--- src/rtl/sd_read_server_if.sv ---
// Client request/data and SD controller signals of sd_read_server.
// slave = the server side, master = clients plus controller.
interface sd_read_server_if;
    logic        req0;
    logic [31:0] addr0;
    logic        accepted0;
    logic        byte_avail0;
    logic        req1;
    logic [31:0] addr1;
    logic        accepted1;
    logic        byte_avail1;
    logic [7:0]  sd_dout;
    logic        ctrl_ready;
    logic        ctrl_rd;
    logic [31:0] ctrl_addr;
    logic        ctrl_byte_available;
    logic [7:0]  ctrl_dout;
    logic        busy;
    logic        err;

    modport slave (
        input  req0, addr0, req1, addr1,
        input  ctrl_ready, ctrl_byte_available, ctrl_dout,
        output accepted0, byte_avail0, accepted1, byte_avail1,
        output sd_dout, ctrl_rd, ctrl_addr, busy, err
    );

    modport master (
        output req0, addr0, req1, addr1,
        output ctrl_ready, ctrl_byte_available, ctrl_dout,
        input  accepted0, byte_avail0, accepted1, byte_avail1,
        input  sd_dout, ctrl_rd, ctrl_addr, busy, err
    );
endinterface

--- src/rtl/sd_read_server.sv ---
// Two-client round-robin SD block-read server (client 0 bgm, client 1 sfx).
// Define SD_TIMEOUT_EN to add the per-byte watchdog and sticky err flag.
module sd_read_server #(
    parameter int BLOCK_BYTES    = 512,
    parameter int TIMEOUT_CYCLES = 1000000
) (
    input  logic             clk_in,
    input  logic             reset_in,
    sd_read_server_if.slave  bus
);
    typedef enum logic [1:0] {IDLE, ISSUE, STREAM, DONE} state_t;

    localparam int CW = $clog2(BLOCK_BYTES) + 1;
    localparam logic [CW-1:0] FULL = CW'(BLOCK_BYTES);

    state_t          state_q, state_d;
    logic            win_q, win_d;
    logic            last_q, last_d;
    logic [31:0]     addr_q, addr_d;
    logic            rd_q, rd_d;
    logic            acc0_q, acc0_d;
    logic            acc1_q, acc1_d;
    logic            ba0_q, ba0_d;
    logic            ba1_q, ba1_d;
    logic [7:0]      dout_q, dout_d;
    logic [CW-1:0]   cnt_q, cnt_d;
    logic            busy_q, busy_d;
    logic            pick1;
    logic            unused_addr;

`ifdef SD_TIMEOUT_EN
    localparam int WW = $clog2(TIMEOUT_CYCLES + 1);
    localparam logic [WW-1:0] WD_LAST = WW'(TIMEOUT_CYCLES - 1);
    logic [WW-1:0]   wd_q, wd_d;
    logic            err_q, err_d;
`endif

    // Only 23 bits of block index survive the shift into a byte address.
    assign unused_addr = ^{bus.addr0[31:23], bus.addr1[31:23]};

    // Both requesting: the client not served last time wins.
    assign pick1 = bus.req1 & (~bus.req0 | ~last_q);

    always_comb begin
        state_d = state_q;
        win_d   = win_q;
        last_d  = last_q;
        addr_d  = addr_q;
        rd_d    = rd_q;
        dout_d  = dout_q;
        cnt_d   = cnt_q;
        acc0_d  = 1'b0;
        acc1_d  = 1'b0;
        ba0_d   = 1'b0;
        ba1_d   = 1'b0;
        unique case (state_q)
            IDLE: begin
                if (bus.req0 | bus.req1) begin
                    win_d   = pick1;
                    addr_d  = pick1 ? {bus.addr1[22:0], 9'b0}
                                    : {bus.addr0[22:0], 9'b0};
                    rd_d    = 1'b1;
                    state_d = ISSUE;
                end
            end
            ISSUE: begin
                if (!bus.ctrl_ready) begin
                    rd_d    = 1'b0;
                    acc0_d  = ~win_q;
                    acc1_d  = win_q;
                    cnt_d   = '0;
                    last_d  = win_q;
                    state_d = STREAM;
                end
            end
            STREAM: begin
                if (cnt_q == FULL) begin
                    state_d = DONE;
                end else if (bus.ctrl_byte_available) begin
                    dout_d = bus.ctrl_dout;
                    ba0_d  = ~win_q;
                    ba1_d  = win_q;
                    cnt_d  = cnt_q + CW'(1);
                end
            end
            DONE: begin
                if (bus.ctrl_ready) state_d = IDLE;
            end
            default: state_d = IDLE;
        endcase

`ifdef SD_TIMEOUT_EN
        err_d = err_q;
        wd_d  = '0;
        if (state_q == ISSUE || state_q == STREAM) begin
            if (bus.ctrl_byte_available) begin
                wd_d = '0;
            end else if (wd_q == WD_LAST) begin
                err_d   = 1'b1;
                rd_d    = 1'b0;
                acc0_d  = 1'b0;
                acc1_d  = 1'b0;
                ba0_d   = 1'b0;
                ba1_d   = 1'b0;
                state_d = DONE;
            end else begin
                wd_d = wd_q + WW'(1);
            end
        end
`endif

        busy_d = (state_d != IDLE);
    end

    always_ff @(posedge clk_in or posedge reset_in) begin
        if (reset_in) begin
            state_q <= IDLE;
            win_q   <= 1'b0;
            last_q  <= 1'b1;
            addr_q  <= '0;
            rd_q    <= 1'b0;
            acc0_q  <= 1'b0;
            acc1_q  <= 1'b0;
            ba0_q   <= 1'b0;
            ba1_q   <= 1'b0;
            dout_q  <= '0;
            cnt_q   <= '0;
            busy_q  <= 1'b0;
`ifdef SD_TIMEOUT_EN
            wd_q    <= '0;
            err_q   <= 1'b0;
`endif
        end else begin
            state_q <= state_d;
            win_q   <= win_d;
            last_q  <= last_d;
            addr_q  <= addr_d;
            rd_q    <= rd_d;
            acc0_q  <= acc0_d;
            acc1_q  <= acc1_d;
            ba0_q   <= ba0_d;
            ba1_q   <= ba1_d;
            dout_q  <= dout_d;
            cnt_q   <= cnt_d;
            busy_q  <= busy_d;
`ifdef SD_TIMEOUT_EN
            wd_q    <= wd_d;
            err_q   <= err_d;
`endif
        end
    end

    assign bus.accepted0   = acc0_q;
    assign bus.accepted1   = acc1_q;
    assign bus.byte_avail0 = ba0_q;
    assign bus.byte_avail1 = ba1_q;
    assign bus.sd_dout     = dout_q;
    assign bus.ctrl_rd     = rd_q;
    assign bus.ctrl_addr   = addr_q;
    assign bus.busy        = busy_q;
`ifdef SD_TIMEOUT_EN
    assign bus.err         = err_q;
`else
    assign bus.err         = 1'b0;
`endif
endmodule

--- src/flat_wrapper.sv ---
// flat-port wrapper written by rule: the top's interface ports become plain ports
module sd_read_server_flat 
#(
    parameter int BLOCK_BYTES    = 512,
    parameter int TIMEOUT_CYCLES = 1000000
)
  (clk_in, reset_in, bus_req0, bus_addr0, bus_req1, bus_addr1, bus_ctrl_ready, bus_ctrl_byte_available, bus_ctrl_dout, bus_accepted0, bus_byte_avail0, bus_accepted1, bus_byte_avail1, bus_sd_dout, bus_ctrl_rd, bus_ctrl_addr, bus_busy, bus_err);
  sd_read_server_if bus_i ();
  input  logic clk_in;
  input  logic reset_in;
  input wire logic [$bits(bus_i.req0)-1:0] bus_req0;
  input wire logic [$bits(bus_i.addr0)-1:0] bus_addr0;
  input wire logic [$bits(bus_i.req1)-1:0] bus_req1;
  input wire logic [$bits(bus_i.addr1)-1:0] bus_addr1;
  input wire logic [$bits(bus_i.ctrl_ready)-1:0] bus_ctrl_ready;
  input wire logic [$bits(bus_i.ctrl_byte_available)-1:0] bus_ctrl_byte_available;
  input wire logic [$bits(bus_i.ctrl_dout)-1:0] bus_ctrl_dout;
  output wire logic [$bits(bus_i.accepted0)-1:0] bus_accepted0;
  output wire logic [$bits(bus_i.byte_avail0)-1:0] bus_byte_avail0;
  output wire logic [$bits(bus_i.accepted1)-1:0] bus_accepted1;
  output wire logic [$bits(bus_i.byte_avail1)-1:0] bus_byte_avail1;
  output wire logic [$bits(bus_i.sd_dout)-1:0] bus_sd_dout;
  output wire logic [$bits(bus_i.ctrl_rd)-1:0] bus_ctrl_rd;
  output wire logic [$bits(bus_i.ctrl_addr)-1:0] bus_ctrl_addr;
  output wire logic [$bits(bus_i.busy)-1:0] bus_busy;
  output wire logic [$bits(bus_i.err)-1:0] bus_err;
  assign bus_i.req0 = bus_req0;
  assign bus_i.addr0 = bus_addr0;
  assign bus_i.req1 = bus_req1;
  assign bus_i.addr1 = bus_addr1;
  assign bus_i.ctrl_ready = bus_ctrl_ready;
  assign bus_i.ctrl_byte_available = bus_ctrl_byte_available;
  assign bus_i.ctrl_dout = bus_ctrl_dout;
  assign bus_accepted0 = bus_i.accepted0;
  assign bus_byte_avail0 = bus_i.byte_avail0;
  assign bus_accepted1 = bus_i.accepted1;
  assign bus_byte_avail1 = bus_i.byte_avail1;
  assign bus_sd_dout = bus_i.sd_dout;
  assign bus_ctrl_rd = bus_i.ctrl_rd;
  assign bus_ctrl_addr = bus_i.ctrl_addr;
  assign bus_busy = bus_i.busy;
  assign bus_err = bus_i.err;
  sd_read_server #(.BLOCK_BYTES(BLOCK_BYTES), .TIMEOUT_CYCLES(TIMEOUT_CYCLES)) u_core (.clk_in(clk_in), .reset_in(reset_in), .bus(bus_i));
endmodule
--- config.mk ---
export PLATFORM = sky130hd
export DESIGN_NAME = sd_read_server_flat
export DESIGN_NICKNAME = d
export VERILOG_FILES = /design/src/rtl/sd_read_server_if.sv /design/src/rtl/sd_read_server.sv /design/src/flat_wrapper.sv
export SDC_FILE = /design/constraint.sdc
export NUM_CORES = 1
export LEC_CHECK = 0
export BUFFER_PORTS_ARGS = -buffer_cell sky130_fd_sc_hd__buf_2
export CELL_PAD_IN_SITES_DETAIL_PLACEMENT = 1
export CELL_PAD_IN_SITES_GLOBAL_PLACEMENT = 2
export CORE_MARGIN = 1.5
export CORE_UTILIZATION = 30
export DETAILED_ROUTE_END_ITERATION = 6
export PLACE_DENSITY = 0.89
export SLEW_MARGIN = 5
export SYNTH_ARGS = -nofsm -noshare
export SYNTH_HDL_FRONTEND = slang
export SYNTH_SLANG_ARGS = --single-unit
--- constraint.sdc ---
create_clock -name clk_in -period 5.64 [get_ports clk_in]
set_clock_uncertainty 0.2 [all_clocks]
set_input_delay 0.564 -clock clk_in [delete_from_list [all_inputs] [get_ports clk_in]]
set_output_delay 0.564 -clock clk_in [all_outputs]
set_load 0.05 [all_outputs]
==> results.yml <==
place:
  globalplace.congestion: 0.7397
  dp_hpwl_um: 4390
  dp_slack_ps: 3168
  numPortBuffers: 96
  post_dp_cell_area_sq_um: 3128
global_routing:
  grt.total_usage: 0.1377
  grt_max_degree: 52
  antenna_found_initial: 1
  grt_pass1_wl_um: 9860
  overflow: 0
  grt_pass1_vias: 2000
clock_network:
  clockRootBuffer: "clkbuf_8"
  path_clk_slew_ps: 90
  cts_resized: 0
  hold_buffers: 0
  numCtsBuffers: 5
  post_cts_buffers: 0
  clock_sinks: 51
  cts_tree: "yes"
  cts_max_level: 2
  insertion_delay_ps: 300
  cts_max_path_buffers: 2
worst_setup_path:
  cp_max_fo: 16
  cp-start-kind: "primary input"
  crit_required_ps: 5630
  r2r_start: "u_core.cnt_q[0]"
  critPathKind: "in -> reg"
  startpoint: "bus_req0"
  slowest_delay_ps: 420
  cp_cell_sequence: "buf_2, a21boi_2, buf_4, mux2_2, mux2_2"
  crit_arrival_ps: 2090
  worst_path_most_repeated_cell: "mux2_2"
  endpoint_kind: "flop"
  critPathSlowestCell: "a21boi_2"
sta:
  fin_ws_ps: 3537
  finalCritPeriodShare: 0.3728
  period_minus_slack_ps: 2103
  whs_ps: 288.0
  tns_ps: 0
  setup_violations: 0
  maxSlewViolCount: 0
  max_slew.worst_pin.slew_ps: 1069
  relSlewSlack: 0.2860
  rsz0062_at_grt: "no"
  max_freq_mhz: 475.6
  hold_viol_final: 0
route:
  drc: 0
  routed_wl_um: 5840
  wire_per_inst_um: 14.53
  num_vias: 1877
  first_iter_violations: 29
  vias_per_cell: 4.669
  drtAntennaViolNets: 0
  drtPass1Iterations: 4
final_layout:
  antenna_cells: 0
  multi_input_area_sq_um: 1197
  ff_latch_area_sq_um: 1277
  area_growth_pct: 23.70
  num-nets-final: 376
  n_fill_cell: 944
  fin_area_sq_um: 3213
  layout-drive-gt1-share: 0.5589
power_and_ir_drop:
  pwr-share-clk: 0.262
  power_switching_uw: 253.2
  internal_power_uw: 539.1
  p_leak_uw: 0.001671
  power_frac_comb: 0.210
  switching_share: 0.3196
  p_seq_frac: 0.528
  p_per_area_nw_per_um2: 246.6
  vdd_drop_max_mv: 0.09317
synthesis:
  async_flop_share: 1.000
  yosys.area.top_type_share: 0.4817
  syn_avg_cell_area_sq_um: 13.05
  ys.flop_type: "dfrtp_1"
  yosys_warnings: 0
  synth-edff-count: 0
  synthCells: 199
  synth_most_common_cell: "dfrtp_1"
  ys_ff_latch: 51
  synth_area_sq_um: 2597
  synth_area_leaders: "dfrtp_1 (48%), mux2_2 (19%), mux2_4 (4.6%)"
  ys_types: 43
  synth_common_cells: "dfrtp_1 (50), mux2_2 (43), buf_4 (13)"
  ys_seq_area_frac: 0.4918
  yosysTopAreaCell: "dfrtp_1"
flow_run:
  maxCapViolCount: 0
die:
  die_w_um: 96.05
  rows: 33
  boundaryPins: 125
  core_area_sq_um: 8299
  die_y_um: 96.05
  start_util: 0.3130
  die_area_sq_um: 9226
min_path:
  hp-class: "reg -> reg"
  hp-start: "u_core.bus.ctrl_rd"
run_status:
  status: "completed"
-- layout make-up --
type / instances / area share
sequential: 51 / 0.3976
clock inverter: 2 / 0.003894
inverter: 7 / 0.008178
timing repair buffer: 98 / 0.1542
clock buffer: 6 / 0.02259
multi-input combinational: 133 / 0.3727
tap: 105 / 0.04089
-- sequential cells by signal (all words and copies together), names as in the netlist --
| register | flops |
|---|---|
| u_core.bus.ctrl_addr | 23 |
| u_core.cnt_q | 10 |
| u_core.bus.byte_avail1 | 1 |
| u_core.bus.byte_avail0 | 1 |
| u_core.bus.ctrl_rd | 1 |
| u_core.last_q | 1 |
| u_core.state_q | 2 |
| u_core.win_q | 1 |
| u_core.bus.accepted1 | 1 |
| u_core.bus.sd_dout | 8 |
| u_core.bus.accepted0 | 1 |
| u_core.bus.busy | 1 |
-- kinds of logic (layout without fill, tap and decap cells) --
logic type | after synthesis | after routing | share of synthesized area
AO/OA/AOI/OAI | 22 | 22 | 0.06262
adder cells (fa/ha/maj) | 2 | 2 | 0.009632
buffers and inverters | 24 | 113 | 0.06021
flip-flops | 51 | 51 | 0.4918
multiplexers | 58 | 58 | 0.2616
other | 1 | 10 | 0.001444
AND/OR/NAND/NOR | 41 | 41 | 0.1127
-- stage by stage --
step / instances / power, uW / util
2_1_floorplan: 208 / 546.9 / -
3_3_place_gp: 394 / 586.9 / 0.3769
3_5_place_dp: 394 / 595.5 / 0.3769
4_1_cts: 402 / 810.4 / 0.3872
5_1_grt: 402 / 842.5 / 0.3872
6_report: 402 / 792.3 / 0.3872
-- per-layer routing --
layer,track usage,up-vias,wire length (um)
met5,0,-,0
met4,0.03186,0,25
met3,0.04265,2,480
met2,0.2289,72,2922
met1,0.1743,912,2412
li1,-,891,-
-- final timing paths --
path / endpoint / depth (start not counted) / slack, ps
max: u_core.bus.ctrl_addr[9] / 5 / 3540
min: u_core.bus.ctrl_rd / 2 / 290
max reg2reg: u_core.bus.sd_dout[6] / 5 / 3540
min reg2reg: u_core.bus.ctrl_rd / 2 / 290
max in group asynchronous: u_core.bus.ctrl_addr[28] / 2 / 4260
min in group asynchronous: u_core.bus.ctrl_addr[20] / 2 / 330
-- placed cells by master, fill, tap and decap left out, types with 3 or more instances in the layout --
| master | n |
|---|---|
| and3_1 | 3 |
| buf_2 | 96 |
| o21ai_0 | 3 |
| mux2_2 | 43 |
| dfrtp_1 | 50 |
| nor2_1 | 3 |
| nand3_1 | 3 |
| a21oi_1 | 7 |
| mux2_1 | 4 |
| conb_1 | 10 |
| o31ai_1 | 4 |
| nand2b_1 | 3 |
| inv_1 | 6 |
| mux2i_1 | 3 |
| nand2_1 | 8 |
| or4_1 | 3 |
| mux2_4 | 8 |
| clkbuf_8 | 5 |
-- power groups by stage --
stage / combinational [uW] / clock (uW) / sequential [uW]
5_1_grt: 186 / 232 / 424
3_3_place_gp: 162 / 0 / 424
3_5_place_dp: 169 / 0 / 426
4_1_cts: 170 / 222 / 419
6_report: 167 / 207 / 418
2_1_floorplan: 106 / 0 / 441
-- critical path: cells and delay by family --
| kind | cells | cell delay (ps) |
|---|---|---|
| multiplexers | 2 | 620 |
| buffers and inverters | 2 | 470 |
| AO/OA/AOI/OAI | 1 | 420 |
Note: power is estimated with default switching activity, not from simulation.
